==> config.mk <==
export PLATFORM = sky130hd
export DESIGN_NAME = fpc_tx_sched_flat
export DESIGN_NICKNAME = d
export VERILOG_FILES = /design/src/rtl/fpc_tx_sched_if.sv /design/src/rtl/fpc_tx_sched.sv /design/src/flat_wrapper.sv
export SDC_FILE = /design/constraint.sdc
export NUM_CORES = 1
export LEC_CHECK = 0
export ABC_AREA = 1
export ABC_CLOCK_PERIOD_IN_PS = 3780
export BUFFER_PORTS_ARGS = -buffer_cell sky130_fd_sc_hd__buf_2
export CAP_MARGIN = 20
export CORE_ASPECT_RATIO = 0.6
export CORE_UTILIZATION = 40
export DETAILED_ROUTE_END_ITERATION = 6
export PLACE_DENSITY = 0.79
export SYNTH_ARGS = -nofsm -noshare
export SYNTH_HDL_FRONTEND = slang
export SYNTH_SLANG_ARGS = --single-unit
==> constraint.sdc <==
create_clock -name clk -period 3.78 [get_ports clk]
set_input_delay 0.378 -clock clk [delete_from_list [all_inputs] [get_ports clk]]
set_output_delay 0.378 -clock clk [all_outputs]
set_load 0.01 [all_outputs]
==> src/rtl/fpc_tx_sched_if.sv <==
// Handshake and encoder-side signals of the FPC transmit scheduler.
// master = requester/encoder side, slave = the scheduler itself.
interface fpc_tx_sched_if #(
  parameter int NREQ = 4
) ();
  localparam int SW = (NREQ > 1) ? $clog2(NREQ) : 1;

  logic [NREQ-1:0]        req_valid;
  logic [NREQ-1:0][31:0]  req_data;
  logic [NREQ-1:0]        req_last;
  logic [NREQ-1:0]        req_ready;
  logic [31:0]            enc_din;
  logic                   enc_load;
  logic                   bus_valid;
  logic [SW-1:0]          bus_src;
  logic                   busy;

  modport master (
    output req_valid, req_data, req_last,
    input  req_ready, enc_din, enc_load, bus_valid, bus_src, busy
  );

  modport slave (
    input  req_valid, req_data, req_last,
    output req_ready, enc_din, enc_load, bus_valid, bus_src, busy
  );
endinterface

==> src/rtl/fpc_tx_sched.sv <==
// Round-robin burst scheduler feeding one shared registered FPC encoder.
// Optional FPC_STALL_RELEASE_EN: drop the grant after IDLE_TO stalled cycles.
module fpc_tx_sched #(
  parameter int NREQ      = 4,
  parameter int BURST_MAX = 8,
  parameter int ENC_LAT   = 1,
  parameter int IDLE_TO   = 4
) (
  input  logic           clk,
  input  logic           rst,
  fpc_tx_sched_if.slave  sif
);
  localparam int         SW   = (NREQ > 1) ? $clog2(NREQ) : 1;
  localparam logic [7:0] BMAX = 8'(BURST_MAX);

  typedef enum logic [1:0] {IDLE, GRANT, XFER} state_t;

  state_t                  state_q, state_d;
  logic [SW-1:0]           grant_q, grant_d, last_grant_q, last_grant_d;
  logic [SW-1:0]           pick, idx;
  logic                    pick_vld;
  logic [7:0]              beat_q, beat_d, beat_inc;
  logic                    hs, done, stall_rel;
  logic [31:0]             enc_din_q;
  logic [ENC_LAT:0]        vld_pipe;
  logic [ENC_LAT:0][SW-1:0] src_pipe;

  // Rotating priority: start the search just after the last served requester.
  always_comb begin
    pick     = '0;
    pick_vld = 1'b0;
    idx      = '0;
    for (int k = 1; k <= NREQ; k++) begin
      idx = SW'((int'(last_grant_q) + k) % NREQ);
      if (!pick_vld && sif.req_valid[idx]) begin
        pick     = idx;
        pick_vld = 1'b1;
      end
    end
  end

  assign hs       = (state_q == XFER) && sif.req_valid[grant_q];
  assign beat_inc = beat_q + 8'd1;
  assign done     = hs && (sif.req_last[grant_q] || (beat_inc == BMAX));

`ifdef FPC_STALL_RELEASE_EN
  logic [7:0] stall_q;

  assign stall_rel = (state_q == XFER) && !hs && ((stall_q + 8'd1) == 8'(IDLE_TO));

  always_ff @(posedge clk or negedge rst) begin
    if (!rst)                          stall_q <= '0;
    else if (state_q != XFER || hs)    stall_q <= '0;
    else                               stall_q <= stall_q + 8'd1;
  end
`else
  assign stall_rel = 1'b0;
`endif

  always_ff @(posedge clk or negedge rst) begin
    if (!rst) begin
      state_q      <= IDLE;
      grant_q      <= '0;
      last_grant_q <= SW'(NREQ - 1);
      beat_q       <= '0;
    end else begin
      state_q      <= state_d;
      grant_q      <= grant_d;
      last_grant_q <= last_grant_d;
      beat_q       <= beat_d;
    end
  end

  always_comb begin
    state_d      = state_q;
    grant_d      = grant_q;
    last_grant_d = last_grant_q;
    beat_d       = beat_q;
    case (state_q)
      IDLE: if (pick_vld) begin
        grant_d = pick;
        state_d = GRANT;
      end
      GRANT: begin
        beat_d  = '0;
        state_d = XFER;
      end
      XFER: begin
        if (hs) beat_d = beat_inc;
        if (done || stall_rel) begin
          last_grant_d = grant_q;
          state_d      = IDLE;
        end
      end
      default: state_d = IDLE;
    endcase
  end

  // enc_din only moves on a handshake so the encoded bus stays quiet when idle.
  always_ff @(posedge clk or negedge rst) begin
    if (!rst) begin
      enc_din_q <= '0;
      vld_pipe  <= '0;
      src_pipe  <= '0;
    end else begin
      if (hs) enc_din_q <= sif.req_data[grant_q];
      vld_pipe <= {vld_pipe[ENC_LAT-1:0], hs};
      src_pipe <= {src_pipe[ENC_LAT-1:0], grant_q};
    end
  end

  for (genvar i = 0; i < NREQ; i++) begin : g_rdy
    assign sif.req_ready[i] = (state_q == XFER) && (grant_q == SW'(i));
  end

  assign sif.enc_din   = enc_din_q;
  assign sif.enc_load  = vld_pipe[0];
  assign sif.bus_valid = vld_pipe[ENC_LAT];
  assign sif.bus_src   = src_pipe[ENC_LAT];
  assign sif.busy      = (state_q != IDLE);
endmodule

==> src/flat_wrapper.sv <==
// flat-port wrapper written by rule: the top's interface ports become plain ports
module fpc_tx_sched_flat 
#(
  parameter int NREQ      = 4,
  parameter int BURST_MAX = 8,
  parameter int ENC_LAT   = 1,
  parameter int IDLE_TO   = 4
)
  (clk, rst, sif_req_valid, sif_req_data, sif_req_last, sif_req_ready, sif_enc_din, sif_enc_load, sif_bus_valid, sif_bus_src, sif_busy);
  fpc_tx_sched_if #(.NREQ(NREQ)) sif_i ();
  input  logic clk;
  input  logic rst;
  input wire logic [$bits(sif_i.req_valid)-1:0] sif_req_valid;
  input wire logic [$bits(sif_i.req_data)-1:0] sif_req_data;
  input wire logic [$bits(sif_i.req_last)-1:0] sif_req_last;
  output wire logic [$bits(sif_i.req_ready)-1:0] sif_req_ready;
  output wire logic [$bits(sif_i.enc_din)-1:0] sif_enc_din;
  output wire logic [$bits(sif_i.enc_load)-1:0] sif_enc_load;
  output wire logic [$bits(sif_i.bus_valid)-1:0] sif_bus_valid;
  output wire logic [$bits(sif_i.bus_src)-1:0] sif_bus_src;
  output wire logic [$bits(sif_i.busy)-1:0] sif_busy;
  assign sif_i.req_valid = sif_req_valid;
  assign sif_i.req_data = sif_req_data;
  assign sif_i.req_last = sif_req_last;
  assign sif_req_ready = sif_i.req_ready;
  assign sif_enc_din = sif_i.enc_din;
  assign sif_enc_load = sif_i.enc_load;
  assign sif_bus_valid = sif_i.bus_valid;
  assign sif_bus_src = sif_i.bus_src;
  assign sif_busy = sif_i.busy;
  fpc_tx_sched #(.NREQ(NREQ), .BURST_MAX(BURST_MAX), .ENC_LAT(ENC_LAT), .IDLE_TO(IDLE_TO)) u_core (.clk(clk), .rst(rst), .sif(sif_i));
endmodule
==> results of run 1 <==
-- state kept, by name (all words and copies together), names as in the netlist --
register	flops
u_core.vld_pipe	2
u_core.beat_q	8
u_core.src_pipe	2
u_core.sif.enc_din	32
u_core.grant_q	2
u_core.sif.bus_src	2
u_core.state_q	2
u_core.last_grant_q	2
-- cells in the mapped netlist, types with 2 or more instances --
master	instances	area share, %
a21oi_1	2	0.30
a31oi_1	32	6.0
and3_1	32	6.0
buf_2	11	1.7
buf_4	7	1.6
buf_6	3	1.0
clkbuf_1	14	1.6
dfrtp_1	50	38
dfstp_2	2	1.6
ha_1	2	0.75
inv_1	21	2.4
inv_2	4	0.45
nand2_1	109	12
nand3_1	107	16
nand3b_1	2	0.45
nand4_1	5	0.94
nor2_1	47	5.3
nor2_4	2	0.68
o21ai_0	8	1.2
-- final cells by class --
cell class	instances	share of cell area [%]
Multi-Input combinational cell	356	39.3
Clock buffer	6	3.17
Inverter	26	2.28
Clock inverter	2	0.884
Sequential cell	52	29.8
Tap cell	108	3.08
Timing Repair Buffer	185	21.5
-- cells in the final DEF (no fill, tap or decap), drive strengths merged, types with 2 or more instances in the layout --
cell type | Yosys | layout
a21oi | 3 | 3
a31oi | 32 | 32
and3 | 32 | 32
buf | 22 | 185
clkbuf | 14 | 6
dfrtp | 50 | 50
dfstp | 2 | 2
ha | 2 | 2
inv | 26 | 26
nand2 | 109 | 109
nand3 | 107 | 107
nand3b | 2 | 2
nand4 | 5 | 5
nor2 | 50 | 50
o21ai | 9 | 9
-- cells by family after synthesis --
family                   after synthesis
AO/OA/AOI/OAI                         46
buffers and inverters                 62
adder cells (fa/ha/maj)                2
AND/OR/NAND/NOR                      308
flip-flops                            52
-- layer usage --
| metal | wire length [um] | track usage (%) | vias to the layer above |
|---|---|---|---|
| met5 | 0 | 0 | - |
| met4 | 73 | 3.61 | 0 |
| met3 | 780 | 5.31 | 11 |
| met2 | 4930 | 40.4 | 201 |
| met1 | 4630 | 31.4 | 1785 |
| li1 | - | - | 1908 |
-- report_power, final --
part | switching (uW) | leakage, uW | internal [uW]
clock network | 202 | 0.0000871 | 332
registers | 249 | 0.000610 | 817
logic | 1120 | 0.00149 | 679
total | 1570 | 0.00219 | 1830
-- final timing paths --
| path | startpoint | endpoint | depth (start not counted) |
|---|---|---|---|
| min in group clk | u_core.src_pipe[0] | u_core.sif.bus_src[0] | 0 |
| max in group asynchronous | rst | u_core.grant_q[0] | 2 |
| setup reg to reg | u_core.grant_q[1] | u_core.state_q[1] | 9 |
| hold / removal | rst | u_core.sif.bus_src[0] | 2 |
| setup / recovery | u_core.grant_q[1] | u_core.state_q[1] | 9 |
| hold reg to reg | u_core.src_pipe[0] | u_core.sif.bus_src[0] | 0 |
-- per-stage QoR --
step / hold slack [ns] / power [uW]
6_report: 0.207 / 3400
5_1_grt: 0.268 / 3690
4_1_cts: 0.239 / 3410
3_5_place_dp: 0.336 / 2860
3_3_place_gp: 0.331 / 2800
2_1_floorplan: 0.0824 / 2320
==> impl_results.md, run 1 <==
* Status: finished, final reports clean
* GRT overflow at 0
* Placed inst area at 4210 um2
* Final min period at 2.68 ns
* H-tree levels at 2
* CTS Buf Count at 5
* Post-synth ARST share at 100%
* Largest family of logic cells by synthesized area: simple AND/OR/NAND/NOR gates
* Post-synthesis sequential area ratio at 39.2%
* Final setup violation count at 0
* Worst path slowest cell: dfrtp_2
* Fin nets at 766
* Initial antenna violation count at 0
* Die Span Y at 72.6 um
* Worst Path Arrival at 2.85 ns
* DR pass1 iterations at 4
* Number of global-route vias before repair at 3408
* Synth Register Bits at 52
* # diodes at 0
* Root Driver: clkbuf_16
* Post-CTS setup buffer count at 0
* Rel. slew slack at 55.2%
* CTS clk-pin slew, worst paths at 0.07 ns
* Post-route DRC violation count at 0
* Multi-input logic area at 1720 um2
* Final Hold Vio Count at 0
* First-pass GRT wire length at 16300 um
* Max cap viols at 0
* Number of fillers in the final layout at 797
* DP Cell Count at 727
* Post_cts resized at 0
* CP endpoint kind: register
* Mean Syn Cell Area at 7.07 um2
* Setup slack, reg-to-reg at 1.10 ns
* Slew Limit Fails at 0
* PD cells at 775 nW/um2
* Worst Setup Start Kind: register
* Largest net degree at the start of global routing at 53
* Post-synthesis compound-gate area fraction at 8.54%
* Place WS at 1.14 ns
* Cell Chain, Critical Path: inv_4 -> nand2_1 -> o22ai_2 -> nor2_2 -> nor2_4 -> buf_4 -> nand2_1 -> nand2_1 -> nand2_1
* XOR/XNOR share of the synthesized area at 0%
* Simple-Gate Fraction of Synth Area at 42.5%
* Setup TNS at 0 ns
* Share of cells above drive strength 1 at 33.2%
* Routed WL at 10400 um
* Synth warn at 0
* Die Wd at 120 um
* Initial core utilization at 41.7%
* Num rows at 25
* Clk sinks at 52
* IO Count at 179
* RSZ-0062 raised after global routing: false
* Netlist cell types at 29
* Ys flop type: dfrtp_1
* Lkg Pwr at 0.00219 uW
* Layout Cells excl Fill at 735
* Highest Clock Rate at 373 MHz
* Critical Path RT at 3.95 ns
* Initial drt markers at 209
* Design area at 4390 um2
* Synthesized Nets at 610
* CP top delay family: simple AND/OR/NAND/NOR gates
* Drt wl/cell at 14.2 um
* Number of synthesized flops with an enable pin at 0
* Overall Global Routing Usage at 23.6%
* Area growth from synthesis to layout at 31.9%
* Least-Margin Pin Slew at 0.672 ns
* Mapped Area at 3320 um2
* Util after Layout at 55.0%
* Port Buf Inserts at 178
* Clock Latency Late Sink at 0.28 ns
* Post-CTS Hold Buffers at 0
* Core area at 7980 um2
* Sequential cell area at 1310 um2
* CTS max path bufs at 2
* Slowest stage delay, CP at 0.60 ns
* Max VDD drop at 0.000314 V
* Post-Syn Instances at 470
* Tcrit/Tclk final at 70.8%
* CP most frequent cell: nand2_1
* Final worst setup slack at 1.10 ns
* Via count at 3905
* Remaining antenna violation count at 0
* Adder-Cell Fraction of Synth Area at 0.753%
* Mux cell area share after synthesis at 0%
* CTS tree: built
* CP Buf/Inv Count at 2
* CP max FO at 35
* WS Path Type: register to register
* Clock skew at 0.00344 ns
* Die area at 8690 um2
* Vias per inst at 5.31
* Type of the most critical hold path: input pin to asynchronous set/reset pin
* DP Wirelength at 7490 um
* GPL Wtd Cong at 0.843
(Power assumes the default switching activity.)
==> run 2, diff against run 1 <==
--- a/config.mk
+++ b/config.mk
@@ -6,13 +6,13 @@
 export NUM_CORES = 1
 export LEC_CHECK = 0
 export ABC_AREA = 1
-export ABC_CLOCK_PERIOD_IN_PS = 3780
+export ABC_CLOCK_PERIOD_IN_PS = 2100
 export BUFFER_PORTS_ARGS = -buffer_cell sky130_fd_sc_hd__buf_2
 export CAP_MARGIN = 20
 export CORE_ASPECT_RATIO = 0.6
 export CORE_UTILIZATION = 40
 export DETAILED_ROUTE_END_ITERATION = 6
-export PLACE_DENSITY = 0.79
+export PLACE_DENSITY = 0.82
 export SYNTH_ARGS = -nofsm -noshare
 export SYNTH_HDL_FRONTEND = slang
 export SYNTH_SLANG_ARGS = --single-unit
==> constraint.sdc (replaced) <==
create_clock -name clk -period 2.1 [get_ports clk]
set_input_delay 0.21 -clock clk [delete_from_list [all_inputs] [get_ports clk]]
set_output_delay 0.21 -clock clk [all_outputs]
set_load 0.01 [all_outputs]
==> run 2 against run 1 <==
- wire length shrank 0.20%
- register-to-register slack lost 0.77 ns
- power grew 83%
- first-iteration DRC count grew 17%
- hold slack lost 0.013 ns
- combinational power grew 93%
- sequential share of layout area shrank 0.53 points
- clock skew grew 0.0055 ns
- design area grew 1.8%
- global-route usage grew 0.54 points
- worst setup slack lost 0.77 ns
- fmax grew 51%
- critical path type unchanged
==> impl_results.md, run 2 (synthesis gave the netlist of run 1 again) <==
* Clk sinks at 52 (unchanged)
* PD cells at 1390 nW/um2 (+79%)
* Status: finished, final reports clean
* Multi-input logic area at 1720 um2 (unchanged)
* Port Buf Inserts at 178 (unchanged)
* Share of cells above drive strength 1 at 33.4% (+0.21 points)
* CTS clk-pin slew, worst paths at 0.07 ns (about the same)
* Commonest non-fill, non-tap cell in the layout: buf_2
* Rel. slew slack at 67.0% (+12 points)
* Post-CTS setup buffer count at 0 (unchanged)
* Root Driver: clkbuf_16
* Worst Path Arrival at 1.93 ns (-0.92 ns)
* Type of the most critical hold path: input pin to register
* First-pass GRT wire length at 16600 um (+1.8%)
* Clock skew at 0.00889 ns (+0.00546 ns)
* Number of global-route vias before repair at 3509 (+3.0%)
* Tcrit/Tclk final at 84.3% (+13 points)
* Die Wd at 120 um (unchanged)
* Post-route DRC violation count at 0 (unchanged)
* CTS Buf Count at 5 (unchanged)
* Max FFs per register at 32 (unchanged)
* CP max FO at 9 (-74%)
* Final Hold Vio Count at 0 (unchanged)
* Worst path slowest cell: dfstp_2
* CP most frequent cell: nand2_1
* Slowest stage delay, CP at 0.63 ns (+0.03 ns)
* DR pass1 iterations at 4 (unchanged)
* Initial core utilization at 41.7% (unchanged)
* Highest Clock Rate at 565 MHz (+51%)
* Worst Setup Start Kind: register
* GRT overflow at 0 (unchanged)
* Commonest cells after routing, fill and taps aside: buf_2 (178), nand2_1 (109), nand3_1 (107), dfrtp_1 (48), nor2_1 (47)
* CTS tree: built
* H-tree levels at 2 (unchanged)
* GPL Wtd Cong at 0.907 (+7.6%)
* DP Cell Count at 731 (+0.55%)
* CP top delay family: simple AND/OR/NAND/NOR gates
* Number of fillers in the final layout at 790 (-0.88%)
* Lkg Pwr at 0.00222 uW (+1.4%)
* Slew Limit Fails at 0 (unchanged)
* Via count at 3906 (+0.026%)
* Clock Latency Late Sink at 0.29 ns (about the same)
* Least-Margin Pin Slew at 0.494 ns (-0.177 ns)
* DP Wirelength at 7580 um (+1.2%)
* Die Span Y at 72.6 um (unchanged)
* Final setup violation count at 0 (unchanged)
* Initial antenna violation count at 0 (unchanged)
* Setup TNS at 0 ns (unchanged)
* Fin nets at 771 (+0.65%)
* CP Buf/Inv Count at 1 (-1)
* Die area at 8690 um2 (unchanged)
* Num rows at 25 (unchanged)
* Cell Chain, Critical Path: o21ai_0 -> nand2_1 -> nand2_1 -> nor2_1 -> nand3b_1 -> nand2_1 -> inv_2 -> nand2_1 -> nand2_1
* Largest net degree at the start of global routing at 53 (unchanged)
* CTS max path bufs at 2 (unchanged)
* Remaining antenna violation count at 0 (unchanged)
* Vias per inst at 5.27 (-0.78%)
* Layout Cells excl Fill at 741 (+0.82%)
* Drt wl/cell at 14.0 um (-1.0%)
* WS Path Type: register to register
* Routed WL at 10400 um (-0.20%)
* Initial drt markers at 245 (+17%)
* RSZ-0062 raised after global routing: false
* Core area at 7980 um2 (unchanged)
* Critical Path RT at 2.26 ns (-1.69 ns)
* Max cap viols at 0 (unchanged)
* Sequential cell area at 1310 um2 (unchanged)
* Max VDD drop at 0.000615 V (+96%)
* Worst hold slack at 0.194 ns (-0.0131 ns)
* Overall Global Routing Usage at 24.1% (+0.54 points)
* CP endpoint kind: register
* IO Count at 179 (unchanged)
* Area growth from synthesis to layout at 34.3%
* Final min period at 1.77 ns (-0.907 ns)
-- run 2: changes by cell type in the layout (fill, tap and decap cells not counted), sizes merged --
| cell | change |
|---|---|
| diode | +1 |
| dlygate4sd3 | +1 |
| buf | +4 |
-- run 2: worst reg2reg max path: stages, from the launching register on --
cell and delay [ns]:
dfstp_2 0.63, o21ai_0 0.22, nand2_1 0.16, nand2_1 0.08, nor2_1 0.14, nand3b_1 0.09, nand2_1 0.12, inv_2 0.06
nand2_1 0.07, nand2_1 0.08
-- run 2: cell type report --
type,instances,share of cell area (%)
multi-input combinational,356,38.6
sequential,52,29.3
timing repair buffer,190,23.2
tap,108,3.03
clock buffer,6,2.89
inverter,26,2.24
clock inverter,2,0.785
antenna,1,0.0561
-- run 2: report_power, final --
group / internal, uW / total [uW] / switching [uW]
Clock: 562 / 923 / 362
Sequential: 1470 / 1810 / 333
Combinational: 1330 / 3480 / 2150
-- run 2: final timing paths --
| kind | startpoint | slack, ns | cells after the start | endpoint |
|---|---|---|---|---|
| max | u_core.last_grant_q[0] | 0.33 | 9 | u_core.grant_q[1] |
| min reg2reg | u_core.src_pipe[0] | 0.36 | 0 | u_core.sif.bus_src[0] |
| min | sif_req_data[107] | 0.19 | 3 | u_core.sif.enc_din[11] |
| max in group asynchronous | rst | 1.35 | 3 | u_core.last_grant_q[1] |
| max reg2reg | u_core.last_grant_q[0] | 0.33 | 9 | u_core.grant_q[1] |
| min in group asynchronous | rst | 0.43 | 3 | u_core.sif.bus_src[0] |
-- run 2: layer usage --
layer	vias up	GRT usage, %	wire, um
met5	-	0	0
met4	0	5.28	71
met3	6	6.25	851
met2	180	39.9	4870
met1	1805	32.1	4610
li1	1915	-	-
-- run 2: stage by stage --
| stage | total power (uW) | utilization (%) | setup slack (ns) | cell area, um2 |
|---|---|---|---|---|
| after floorplan | 4180 | - | 0.560 | 3320 |
| after global placement | 5160 | 53.8 | 0.415 | 4290 |
| after detailed placement | 5300 | 53.8 | 0.352 | 4290 |
| after CTS | 6240 | 55.9 | 0.333 | 4460 |
| after global routing | 6740 | 55.9 | 0.178 | 4460 |
| final | 6210 | 56.0 | 0.329 | 4460 |
-- run 2: timing repair --
item | in CTS | in global routing
hold buffers | 1 | 0
gates resized for setup | 0 | 0
hold endpoints to repair | 50 | 0
==> run 3, diff against run 2 <==
--- a/config.mk
+++ b/config.mk
@@ -5,14 +5,14 @@
 export SDC_FILE = /design/constraint.sdc
 export NUM_CORES = 1
 export LEC_CHECK = 0
-export ABC_AREA = 1
-export ABC_CLOCK_PERIOD_IN_PS = 2100
+export ABC_AREA = 0
+export ABC_CLOCK_PERIOD_IN_PS = 1550
 export BUFFER_PORTS_ARGS = -buffer_cell sky130_fd_sc_hd__buf_2
 export CAP_MARGIN = 20
 export CORE_ASPECT_RATIO = 0.6
 export CORE_UTILIZATION = 40
 export DETAILED_ROUTE_END_ITERATION = 6
-export PLACE_DENSITY = 0.82
+export PLACE_DENSITY = 0.83
 export SYNTH_ARGS = -nofsm -noshare
 export SYNTH_HDL_FRONTEND = slang
 export SYNTH_SLANG_ARGS = --single-unit
==> constraint.sdc (replaced) <==
create_clock -name clk -period 1.55 [get_ports clk]
set_input_delay 0.155 -clock clk [delete_from_list [all_inputs] [get_ports clk]]
set_output_delay 0.155 -clock clk [all_outputs]
set_load 0.01 [all_outputs]
==> run 3 against run 2 <==
- the run now ends with setup timing left
- sequential power up 31%
- highest routed layer unchanged
- synthesized cell count down 51%
- design area up 2.7%
==> impl_results.md, run 3 <==
* Status: complete, but fails checks
* Failing checks: setup timing
* Clock Latency Late Sink at 0.29 ns (about the same)
* Worst Setup Start Kind: register
* Worst hold slack at 0.234 ns (+0.0401 ns)
* Max VDD drop at 0.000807 V (+31%)
* Highest Clock Rate at 576 MHz (+1.9%)
* Post-Syn Instances at 228 (-51%)
* Post-synth top cells: dfrtp_1 (50), mux2_2 (35), mux4_2 (34), nand2_1 (16)
* Slew Limit Fails at 0 (unchanged)
* Slowest stage delay, CP at 0.42 ns (-0.21 ns)
* Fin nets at 570 (-26%)
* Top cell type's share of synthesized area at 40.4% (+2.8 points)
* Tcrit/Tclk final at 112% (+28 points)
* Worst Path Arrival at 1.97 ns (+0.04 ns)
* Mean Syn Cell Area at 13.6 um2 (+92%)
* Via count at 2811 (-28%)
* CP endpoint kind: register
* Final min period at 1.74 ns (-0.0332 ns)
* Core area at 7390 um2 (-7.4%)
* Die Span Y at 70.2 um (-3.4%)
* Max cap viols at 0 (unchanged)
* IO Count at 179 (unchanged)
* Mapped Area at 3100 um2 (-6.8%)
* Die area at 8110 um2 (-6.7%)
* Rel. slew slack at 72.0% (+5.1 points)
* Share of cells above drive strength 1 at 72.9% (+39 points)
* Synth warn at 0 (unchanged)
* DP Wirelength at 7080 um (-6.6%)
* Final Hold Vio Count at 0 (unchanged)
* Largest net degree at the start of global routing at 35 (-34%)
* Layout Cells excl Fill at 535 (-28%)
* Synth Register Bits at 52 (unchanged)
* DP Cell Count at 519 (-29%)
* Vias per inst at 5.25 (-0.32%)
* Critical Path RT at 1.78 ns (-0.48 ns)
* First-pass GRT wire length at 14900 um (-10%)
* Commonest cells after routing, fill and taps aside: buf_2 (178), dfrtp_1 (48), mux4_2 (34), mux2_2 (32), buf_4 (28)
* Post-route DRC violation count at 0 (unchanged)
* H-tree levels at 2 (unchanged)
* Num rows at 24 (-4.0%)
* CP Depth at 5 (-4)
* Post-synth ARST share at 100% (unchanged)
* CP max FO at 3 (-6)
* Ys flop type: dfrtp_1
* Design area at 4580 um2 (+2.7%)
* Lkg Pwr at 0.00223 uW (+0.12%)
* Type of the most critical hold path: input pin to register
* Placed inst area at 4290 um2 (about the same)
* CTS Buf Count at 5 (unchanged)
* Initial core utilization at 41.9% (+0.24 points)
* Initial antenna violation count at 0 (unchanged)
* CP top delay family: simple AND/OR/NAND/NOR gates
* PD cells at 1780 nW/um2 (+28%)
* CTS tree: built
* DR pass1 iterations at 4 (unchanged)
* Least-Margin Pin Slew at 0.419 ns (-0.0749 ns)
* Worst path slowest cell: dfrtp_2
* # diodes at 0 (-1)
* Die Wd at 116 um (-3.4%)
* Cell Chain, Critical Path: or3b_4 -> o22ai_4 -> nand4_1 -> o21ai_2 -> mux2_2
* Cell taking the most area after synthesis: dfrtp_1
* Netlist cell types at 39 (+34%)
* CTS clk-pin slew, worst paths at 0.08 ns (about the same)
* Clock skew at 0.00938 ns (+0.000493 ns)
* Synthesized Nets at 368 (-40%)
* Post-synthesis sequential area ratio at 42.1% (+2.9 points)
* Initial drt markers at 178 (-27%)
* Total power at 8150 uW (+31%)
* CTS max path bufs at 2 (unchanged)
* Port Buf Inserts at 178 (unchanged)
* Root Driver: clkbuf_16
* GPL Wtd Cong at 0.858 (-5.4%)
* Number of synthesized flops with an enable pin at 0 (unchanged)
* Util after Layout at 62.1% (+6.1 points)
* Remaining antenna violation count at 0 (unchanged)
* Overall Global Routing Usage at 23.9% (-0.20 points)
* Hold Path Stages at 3 (unchanged)
* Number of global-route vias before repair at 3128 (-11%)
* Max FFs per register at 32 (unchanged)
* Final setup violation count at 45 (+45)
* Routed WL at 8950 um (-14%)
* Area growth from synthesis to layout at 48.0%
* WS Path Type: register to register
* Commonest non-fill, non-tap cell in the layout: buf_2
* Largest cells by area after synthesis: dfrtp_1 (40%), mux4_2 (25%), mux2_2 (13%)
* RSZ-0062 raised after global routing: true
* CP Buf/Inv Count at 0 (-1)
* Most common cell in the netlist: dfrtp_1
* Clk sinks at 52 (unchanged)
* Drt wl/cell at 16.7 um (+19%)
* Final worst setup slack at -0.187 ns (-0.517 ns)
* R2R depth at 5 (-4)
* GRT overflow at 0 (unchanged)
-- run 3: logic make-up (layout without fill, tap and decap cells) --
group                      count (synthesis)  in the layout  share of synthesized area [%]
muxes                                     73             73                           38.7
DFF                                       52             52                           42.1
and+or+nand+nor                           47             47                           7.39
buffers and inverters                     28            231                           4.08
AOI/OAI and AO/OA                         24             24                           6.30
adders and majority gates                  2              2                          0.808
xor gates and xnor gates                   2              2                          0.566
-- run 3: worst paths after layout --
| path | startpoint | to | slack (ns) |
|---|---|---|---|
| min in group asynchronous | rst | u_core.state_q[1] | 0.33 |
| worst min-delay path | sif_req_valid[2] | u_core.grant_q[1] | 0.23 |
| worst min register to register | u_core.src_pipe[1] | u_core.sif.bus_src[1] | 0.35 |
| worst max-delay path | u_core.grant_q[0] | u_core.last_grant_q[1] | -0.19 |
| max in group asynchronous | rst | u_core.last_grant_q[1] | 0.64 |
| worst max register to register | u_core.grant_q[0] | u_core.last_grant_q[1] | -0.19 |
-- run 3: where the power goes --
part / switching (uW) / internal, uW / total, uW / leakage, uW
Combinational: 2000 / 2650 / 4650 / 0.00152
Clock: 520 / 611 / 1130 / 0.0000708
Sequential: 368 / 2000 / 2370 / 0.000630
-- run 3: cell type report --
class	count	area, um2
multi-input cells	148	1720
clock buffers	5	125
clock inverters	3	25.0
fillers	574	2800
repair buffers	217	1250
well taps	104	130
flip-flops and latches	52	1310
inverters	6	22.5
-- run 3: stage by stage --
step                setup TNS [ns]  setup WS [ns]
finish                       -6.24         -0.187
global route                 -8.91         -0.275
CTS                          -6.25         -0.189
detailed placement           -5.79         -0.213
global placement             -4.99         -0.181
floorplan                    -6.96         -0.270
-- run 3: what timing repair did --
action,in CTS,in global routing
gates resized for setup,14,12
buffers inserted,5,2
setup endpoints to repair,47,49
hold endpoints to repair,14,0
hold buffers,1,0
pin swaps,7,3
-- run 3: worst reg2reg max path, cell delays in order (launching register included) --
cell	delay (ns)
dfrtp_2	0.42
or3b_4	0.41
o22ai_4	0.16
nand4_1	0.15
o21ai_2	0.19
mux2_2	0.35
-- run 3: per-layer routing --
metal  track usage [%]  vias up  share of wire [%]
met5                 0        -                  0
met4              6.78        0                1.2
met3              5.12       11                6.3
met1              29.8     1398                 42
li1                  -     1280                  -
met2              41.8      122                 51
